`config.mk`:
```
export PLATFORM = sky130hd
export DESIGN_NAME = par_to_ser_gen
export DESIGN_NICKNAME = d
export VERILOG_FILES = /design/src/rtl/par_to_ser_gen_pkg.sv /design/src/rtl/par_to_ser_gen_shreg.sv /design/src/rtl/par_to_ser_gen.sv
export SDC_FILE = /design/constraint.sdc
export NUM_CORES = 1
export LEC_CHECK = 0
export BUFFER_PORTS_ARGS = -buffer_cell sky130_fd_sc_hd__buf_4
export CORE_MARGIN = 3
export CORE_UTILIZATION = 60
export DETAILED_ROUTE_END_ITERATION = 10
export GPL_ROUTABILITY_DRIVEN = 0
export PLACE_DENSITY_LB_ADDON = 0.3
export SLEW_MARGIN = 0
export SYNTH_ARGS = -nofsm -noshare
export SYNTH_HDL_FRONTEND = slang
export SYNTH_SLANG_ARGS = --single-unit
```
`constraint.sdc`:
```
create_clock -name clk32_f -period 5 [get_ports clk32_f]
set_clock_uncertainty 0.15 [all_clocks]
set_input_delay 1 -clock clk32_f [delete_from_list [all_inputs] [get_ports clk32_f]]
set_output_delay 1 -clock clk32_f [all_outputs]
set_load 0.05 [all_outputs]
```
`src/rtl/par_to_ser_gen_pkg.sv`:
```
// Shared definitions for the parallel-to-serial generator: state encoding,
// default filler word and counter widths.
package par_to_ser_gen_pkg;

  typedef logic [0:0] state_t;

  localparam state_t ST_INIT   = 1'b0;
  localparam state_t ST_ACTIVE = 1'b1;

  localparam logic [7:0] IDLE_WORD_DEF = 8'hBC;

  localparam int WORDS_W    = 16;
  localparam int INIT_CNT_W = 8;

endpackage

```
`src/rtl/par_to_ser_gen_shreg.sv`:
```
// Load/shift register with a bit counter. A load happens whenever the counter
// sits at zero; the serial bit is taken straight from the register.
module ser_shift_reg #(
  parameter int WIDTH     = 8,
  parameter bit MSB_FIRST = 1'b1
) (
  input  logic             clk_i,
  input  logic             rst_ni,
  input  logic [WIDTH-1:0] word_i,
  output logic             load_o,
  output logic             ser_o
);

  localparam int              CNT_W    = $clog2(WIDTH);
  localparam logic [CNT_W-1:0] CNT_ONE  = CNT_W'(1);
  localparam logic [CNT_W-1:0] CNT_LAST = CNT_W'(WIDTH - 1);

  logic [WIDTH-1:0] shreg_q, shreg_d;
  logic [CNT_W-1:0] bit_cnt_q, bit_cnt_d;

  assign load_o = (bit_cnt_q == '0);

  always_comb begin
    shreg_d   = shreg_q;
    bit_cnt_d = bit_cnt_q;
    if (load_o) begin
      shreg_d   = word_i;
      bit_cnt_d = CNT_ONE;
    end else begin
      if (MSB_FIRST) begin
        shreg_d = {shreg_q[WIDTH-2:0], 1'b0};
      end else begin
        shreg_d = {1'b0, shreg_q[WIDTH-1:1]};
      end
      bit_cnt_d = (bit_cnt_q == CNT_LAST) ? '0 : bit_cnt_q + CNT_ONE;
    end
  end

  always_ff @(posedge clk_i or negedge rst_ni) begin
    if (!rst_ni) begin
      shreg_q   <= '0;
      bit_cnt_q <= '0;
    end else begin
      shreg_q   <= shreg_d;
      bit_cnt_q <= bit_cnt_d;
    end
  end

  // Output end of the register depends on bit order.
  assign ser_o = MSB_FIRST ? shreg_q[WIDTH-1] : shreg_q[0];

endmodule

```
`src/rtl/par_to_ser_gen.sv`:
```
// Parallel-to-serial generator: one-entry holding buffer with ready/valid
// handshake, init idle sequence, word framing flags and a data-word counter.
module par_to_ser_gen
  import par_to_ser_gen_pkg::*;
#(
  parameter int               WIDTH     = 8,
  parameter logic [WIDTH-1:0] IDLE_WORD = WIDTH'(IDLE_WORD_DEF),
  parameter int               N_INIT    = 4,
  parameter bit               MSB_FIRST = 1'b1
) (
  input  logic               clk32_f,
  input  logic               reset_L,
  input  logic [WIDTH-1:0]   data_in,
  input  logic               valid_in,
  output logic               ready_out,
  output logic               data_out,
  output logic               sync_out,
  output logic               valid_out,
  output logic [WORDS_W-1:0] words_sent
);

  localparam logic [INIT_CNT_W-1:0] INIT_PRESET = INIT_CNT_W'(N_INIT);

  state_t                state_q, state_d;
  logic [INIT_CNT_W-1:0] init_cnt_q, init_cnt_d;
  logic [WIDTH-1:0]      hold_q, hold_d;
  logic                  hold_full_q, hold_full_d;
  logic                  sync_q, sync_d;
  logic                  valid_q, valid_d;
  logic [WORDS_W-1:0]    words_q, words_d;

  logic             load;
  logic             active;
  logic             take_hold;
  logic             xfer;
  logic [WIDTH-1:0] next_word;

  function automatic logic [WORDS_W-1:0] sat_inc(input logic [WORDS_W-1:0] v);
    return (&v) ? v : v + WORDS_W'(1);
  endfunction

  assign active    = (state_q == ST_ACTIVE);
  assign take_hold = load & active & hold_full_q;
  assign ready_out = active & (~hold_full_q | take_hold);
  assign xfer      = valid_in & ready_out;
  // No bypass: the shifter only ever sees the held word or the filler.
  assign next_word = take_hold ? hold_q : IDLE_WORD;

  always_comb begin
    state_d     = state_q;
    init_cnt_d  = init_cnt_q;
    hold_d      = hold_q;
    hold_full_d = hold_full_q;
    sync_d      = load;
    valid_d     = valid_q;
    words_d     = words_q;

    // The load edge that ends the last init word opens the data path.
    if (load && !active) begin
      if (init_cnt_q == '0) begin
        state_d = ST_ACTIVE;
      end else begin
        init_cnt_d = init_cnt_q - INIT_CNT_W'(1);
      end
    end

    if (xfer) begin
      hold_d      = data_in;
      hold_full_d = 1'b1;
    end else if (take_hold) begin
      hold_full_d = 1'b0;
    end

    if (load) begin
      valid_d = take_hold;
    end

    if (take_hold) begin
      words_d = sat_inc(words_q);
    end
  end

  always_ff @(posedge clk32_f or negedge reset_L) begin
    if (!reset_L) begin
      state_q     <= ST_INIT;
      init_cnt_q  <= INIT_PRESET;
      hold_q      <= '0;
      hold_full_q <= 1'b0;
      sync_q      <= 1'b0;
      valid_q     <= 1'b0;
      words_q     <= '0;
    end else begin
      state_q     <= state_d;
      init_cnt_q  <= init_cnt_d;
      hold_q      <= hold_d;
      hold_full_q <= hold_full_d;
      sync_q      <= sync_d;
      valid_q     <= valid_d;
      words_q     <= words_d;
    end
  end

  ser_shift_reg #(
    .WIDTH     (WIDTH),
    .MSB_FIRST (MSB_FIRST)
  ) u_shreg (
    .clk_i  (clk32_f),
    .rst_ni (reset_L),
    .word_i (next_word),
    .load_o (load),
    .ser_o  (data_out)
  );

  assign sync_out   = sync_q;
  assign valid_out  = valid_q;
  assign words_sent = words_q;

endmodule

```
==> metrics list <==
* Delay-heaviest family, CP: flip-flops
- The initial antenna violation count came to 0.
- Utilization after layout: 76.34%
- The flow ran to the end, and the final reports show no timing, DRC or antenna violations.
- End of the worst register-to-register path: words_sent[15]$_DFFE_PN0P_
- Leaving out fill and tap cells, the most frequent cell in the layout is sky130_fd_sc_hd__dfrtp_1.
- Setup repair after global routing left no endpoint under its margin.
* Number of placed instances, taps included: 239
- Detailed routing placed a total of around 2200 microns of wire on met2.
* Area growth from synthesis to layout: 16.67%
- Counting instances, the worst hold path has a depth of 1.
* Worst min-delay path class: reg -> reg
- Final antenna-violating net count: 0
* H-tree depth reported by CTS: 2
- Clock tree synthesis found a total of 47 sinks.
- Max-slew headroom: 55.05%
- Number of max-slew violations in the final report: 0
- Required @ worst endpoint: 3.85 ns
- Buffers inserted to repair hold after CTS numbered 0.
* Total met3 wirelength after detailed routing: approximately 140 microns
* Area of placed instances: approximately 0.0023 sq mm
- Of the cells placed in the final design, the portion with a size suffix greater than 1 is between 20% and 30%.
* Maximum number of pins on one net before global-route repair: 48
- HPWL after DPL: a little under 3000 microns
* Routed WL per cell: 16.10 microns
* Effective utilization at floorplan: 65.43%
- After technology mapping, the gate count stands at about 170.
* Vias per Instance: 5.769
- Dividing the final minimum period by the clock period gives 59.62%.
- Total buffers and inverters traversed by the critical path: 2
* Ratio of total power to cell area: approximately 290 mW/mm^2
* Number of hold violations in the final report: 0
* Share of synthesized area occupied by flip-flops and latches: between 50% and 60%
* Total Routing Usage GR: ~22%
- Global-route wire length before repair: 6886 microns
- The worst register-to-register path begins at u_shreg.bit_cnt_q[0]$_DFF_PN0_.
- Biggest fanout along the worst timing path: 9
- Buffer cell driving the clock tree root: sky130_fd_sc_hd__clkbuf_4
* Setup CP Type: reg -> out
* Overall die width: approximately 65 microns
* Detailed Routing Iterations Pass 1: 4
* Number of unique standard cell types used by synthesis: 41
- TritonCTS built the clock tree.
- For flop-to-flop paths, the worst setup slack is 2.72 ns.
- Clock Tree Buf Depth: 2
* Total core area: around 0.0032 sq mm
* Critical path cell sequence: inv_1, ha_1, nand2b_1, a21boi_0, buf_4
- For the worst flop-to-flop path, the logic depth is 6.
- Number of DRC violations after detailed routing: 0
- Routed signal wires occupy layers up through met4.
- Yosys printed 0 warnings.
* Prevailing post-synth register cell: sky130_fd_sc_hd__dfrtp_1
- For this run, asynchronously set or reset flops after synthesis account for 100.0%.
* Hold Startpoint: init_cnt_q[6]$_DFFE_PN0P_
* Remaining global-route overflow: 0
- After clock tree synthesis, the setup repair step added 0 buffers.
- Average size of a mapped cell: roughly 12 sq um
- Area enclosed by the die boundary: 0.004208 sq mm
* Insertion delay to the later sink of the worst-skew pair: around 0.37 ns
* EDFF count, synth: 0
* Net count of the finished layout: approximately 220
- Post-route met1 wirelength: 1612 microns
- When the netlist entered floorplanning its net count stood at 185.
* Top area cells in the synthesized netlist: sky130_fd_sc_hd__dfrtp_1 55%, sky130_fd_sc_hd__xor2_1 5.5%, sky130_fd_sc_hd__mux2_2 4.9%
- Maximum capacitance violations: 0
* Boundary pin count: 31
* Highest-count cells in the layout ignoring fill and taps: 46 x sky130_fd_sc_hd__dfrtp_1, 30 x sky130_fd_sc_hd__buf_4, 16 x sky130_fd_sc_hd__nand2_1, 13 x sky130_fd_sc_hd__xor2_1, 9 x sky130_fd_sc_hd__mux2_2
- Library cell contributing the largest single delay on the critical path: sky130_fd_sc_hd__dfrtp_1
* Nature of the critical path startpoint: flip-flop
* Clk slew on worst S/H paths: about 0.12 ns
- CP peak stage delay: 0.42 ns
- Number of input and output port buffers inserted: 30
- The worst hold path terminates at init_cnt_q[6]$_DFFE_PN0P_.
- Across the VDD grid, the largest voltage drop is around 0.20 mV.
- Synthesized cell area: 0.002079 sq mm
- The repair_antennas step left the layout with diodes totalling 0.
- Endpoint arrival time on the critical path: 1.83 ns
- The finished cells cover 0.002426 sq mm.
* Number of endpoints failing setup at the final stage: 0
- Largest area contributor in the netlist: sky130_fd_sc_hd__dfrtp_1
- Num CTS Buffers: 5
* CTS resizes: 0
- Top-area cell type share of the netlist area: 55.35%
* Critical path endpoint category: primary output
* Lkg Pwr: 0.001167 uW
* Number of synthesized register bits: 47
* Detailed-route via count: between 1000 and 1500
- The worst path in the final design needs a cycle of between 2 and 3 ns, including I/O delays and setup.
* Least-Margin Pin Slew: 0.6742 ns
- Vertical extent of the die: 64.87 microns
* Starting DRT DRC Count: 104
- Total number of placement rows: 20
* Finished Layout Cells: approximately 250
* Vias in the first global route: 1519
* Setup_tns: 0 ns
- Post-Route WL: 3976 microns
- Max frequency: roughly 0.34 GHz
-- final cells by class --
cell class / instances / area (sq um)
Timing Repair Buffer: 30 / 225.2
Fill cell: 217 / 752.0
Sequential cell: 47 / 1177
Clock inverter: 2 / 35.03
Inverter: 5 / 18.77
Multi-Input combinational cell: 113 / 863.3
Tap cell: 44 / 55.05
Clock buffer: 6 / 51.30
-- through the flow --
step | hold WS (ns) | setup slack (ns) | power [uW]
after floorplan | 0.2959 | 1.901 | 445.7
after global placement | 0.3093 | 2.581 | 466.1
after global routing | 0.3517 | 1.933 | 721.8
after CTS | 0.3372 | 2.049 | 700.3
final | 0.3364 | 2.019 | 698.3
after detailed placement | 0.3146 | 2.472 | 470.4
-- cell families (layout without fill, tap and decap cells) --
group	after synthesis	after routing	share of synthesized area [%]
multiplexers	10	10	5.596
adder cells (fa/ha/maj)	6	6	3.610
buffers and inverters	8	43	1.864
XOR/XNOR	21	21	8.845
AND/OR/NAND/NOR	62	62	17.63
AO/OA/AOI/OAI	14	14	5.836
flip-flops	47	47	56.62
-- how the worst max path moves through the flow --
stage                                   startpoint   endpoint  depth (start not counted)
finish              u_shreg.bit_cnt_q[0]$_DFF_PN0_  ready_out                          5
global route        u_shreg.bit_cnt_q[0]$_DFF_PN0_  ready_out                          5
CTS                 u_shreg.bit_cnt_q[0]$_DFF_PN0_  ready_out                          5
detailed placement  u_shreg.bit_cnt_q[0]$_DFF_PN0_  ready_out                          5
global placement    u_shreg.bit_cnt_q[0]$_DFF_PN0_  ready_out                          5
floorplan           u_shreg.bit_cnt_q[0]$_DFF_PN0_  ready_out                          5
-- flip-flops by register name (all words and copies together) (netlist names) --
signal,cells
active,1
hold_full_q,1
hold_q,8
init_cnt_q,8
sync_out,1
u_shreg.bit_cnt_q,3
u_shreg.shreg_q,8
valid_out,1
words_sent,16
-- synth_stat cells (2+ instances only) --
master,instances
sky130_fd_sc_hd__a22o_1,2
sky130_fd_sc_hd__and2_1,3
sky130_fd_sc_hd__and3_1,3
sky130_fd_sc_hd__dfrtp_1,46
sky130_fd_sc_hd__ha_1,6
sky130_fd_sc_hd__inv_1,4
sky130_fd_sc_hd__mux2_2,9
sky130_fd_sc_hd__nand2_1,16
sky130_fd_sc_hd__nand3_1,6
sky130_fd_sc_hd__nand4_1,2
sky130_fd_sc_hd__nand4_2,2
sky130_fd_sc_hd__nor2_1,7
sky130_fd_sc_hd__nor3_1,8
sky130_fd_sc_hd__nor4_1,4
sky130_fd_sc_hd__o22a_1,5
sky130_fd_sc_hd__xnor2_1,8
sky130_fd_sc_hd__xor2_1,13
-- layer usage --
| metal | global-route usage [%] | vias up |
|---|---|---|
| met4 | 7.916 | 0 |
| met3 | 4.333 | 12 |
| met2 | 39.21 | 31 |
| li1 | - | 667 |
| met5 | 0 | - |
| met1 | 25.32 | 715 |
-- where the power goes --
part | switching, uW | leakage, uW | internal, uW
clock network | 118 | 0.0000482 | 118
logic | 27.2 | 0.000534 | 25.1
registers | 9.67 | 0.000585 | 400
-- worst register-to-register path: cells and delay by family, from the launching register on --
family	cells	cell delay [ns]
buf+inv	1	0.07
xor+xnor	1	0.22
flops	1	0.42
simple gates	3	1.15
fa+ha+maj	1	0.20
(Power assumes the default switching activity.)
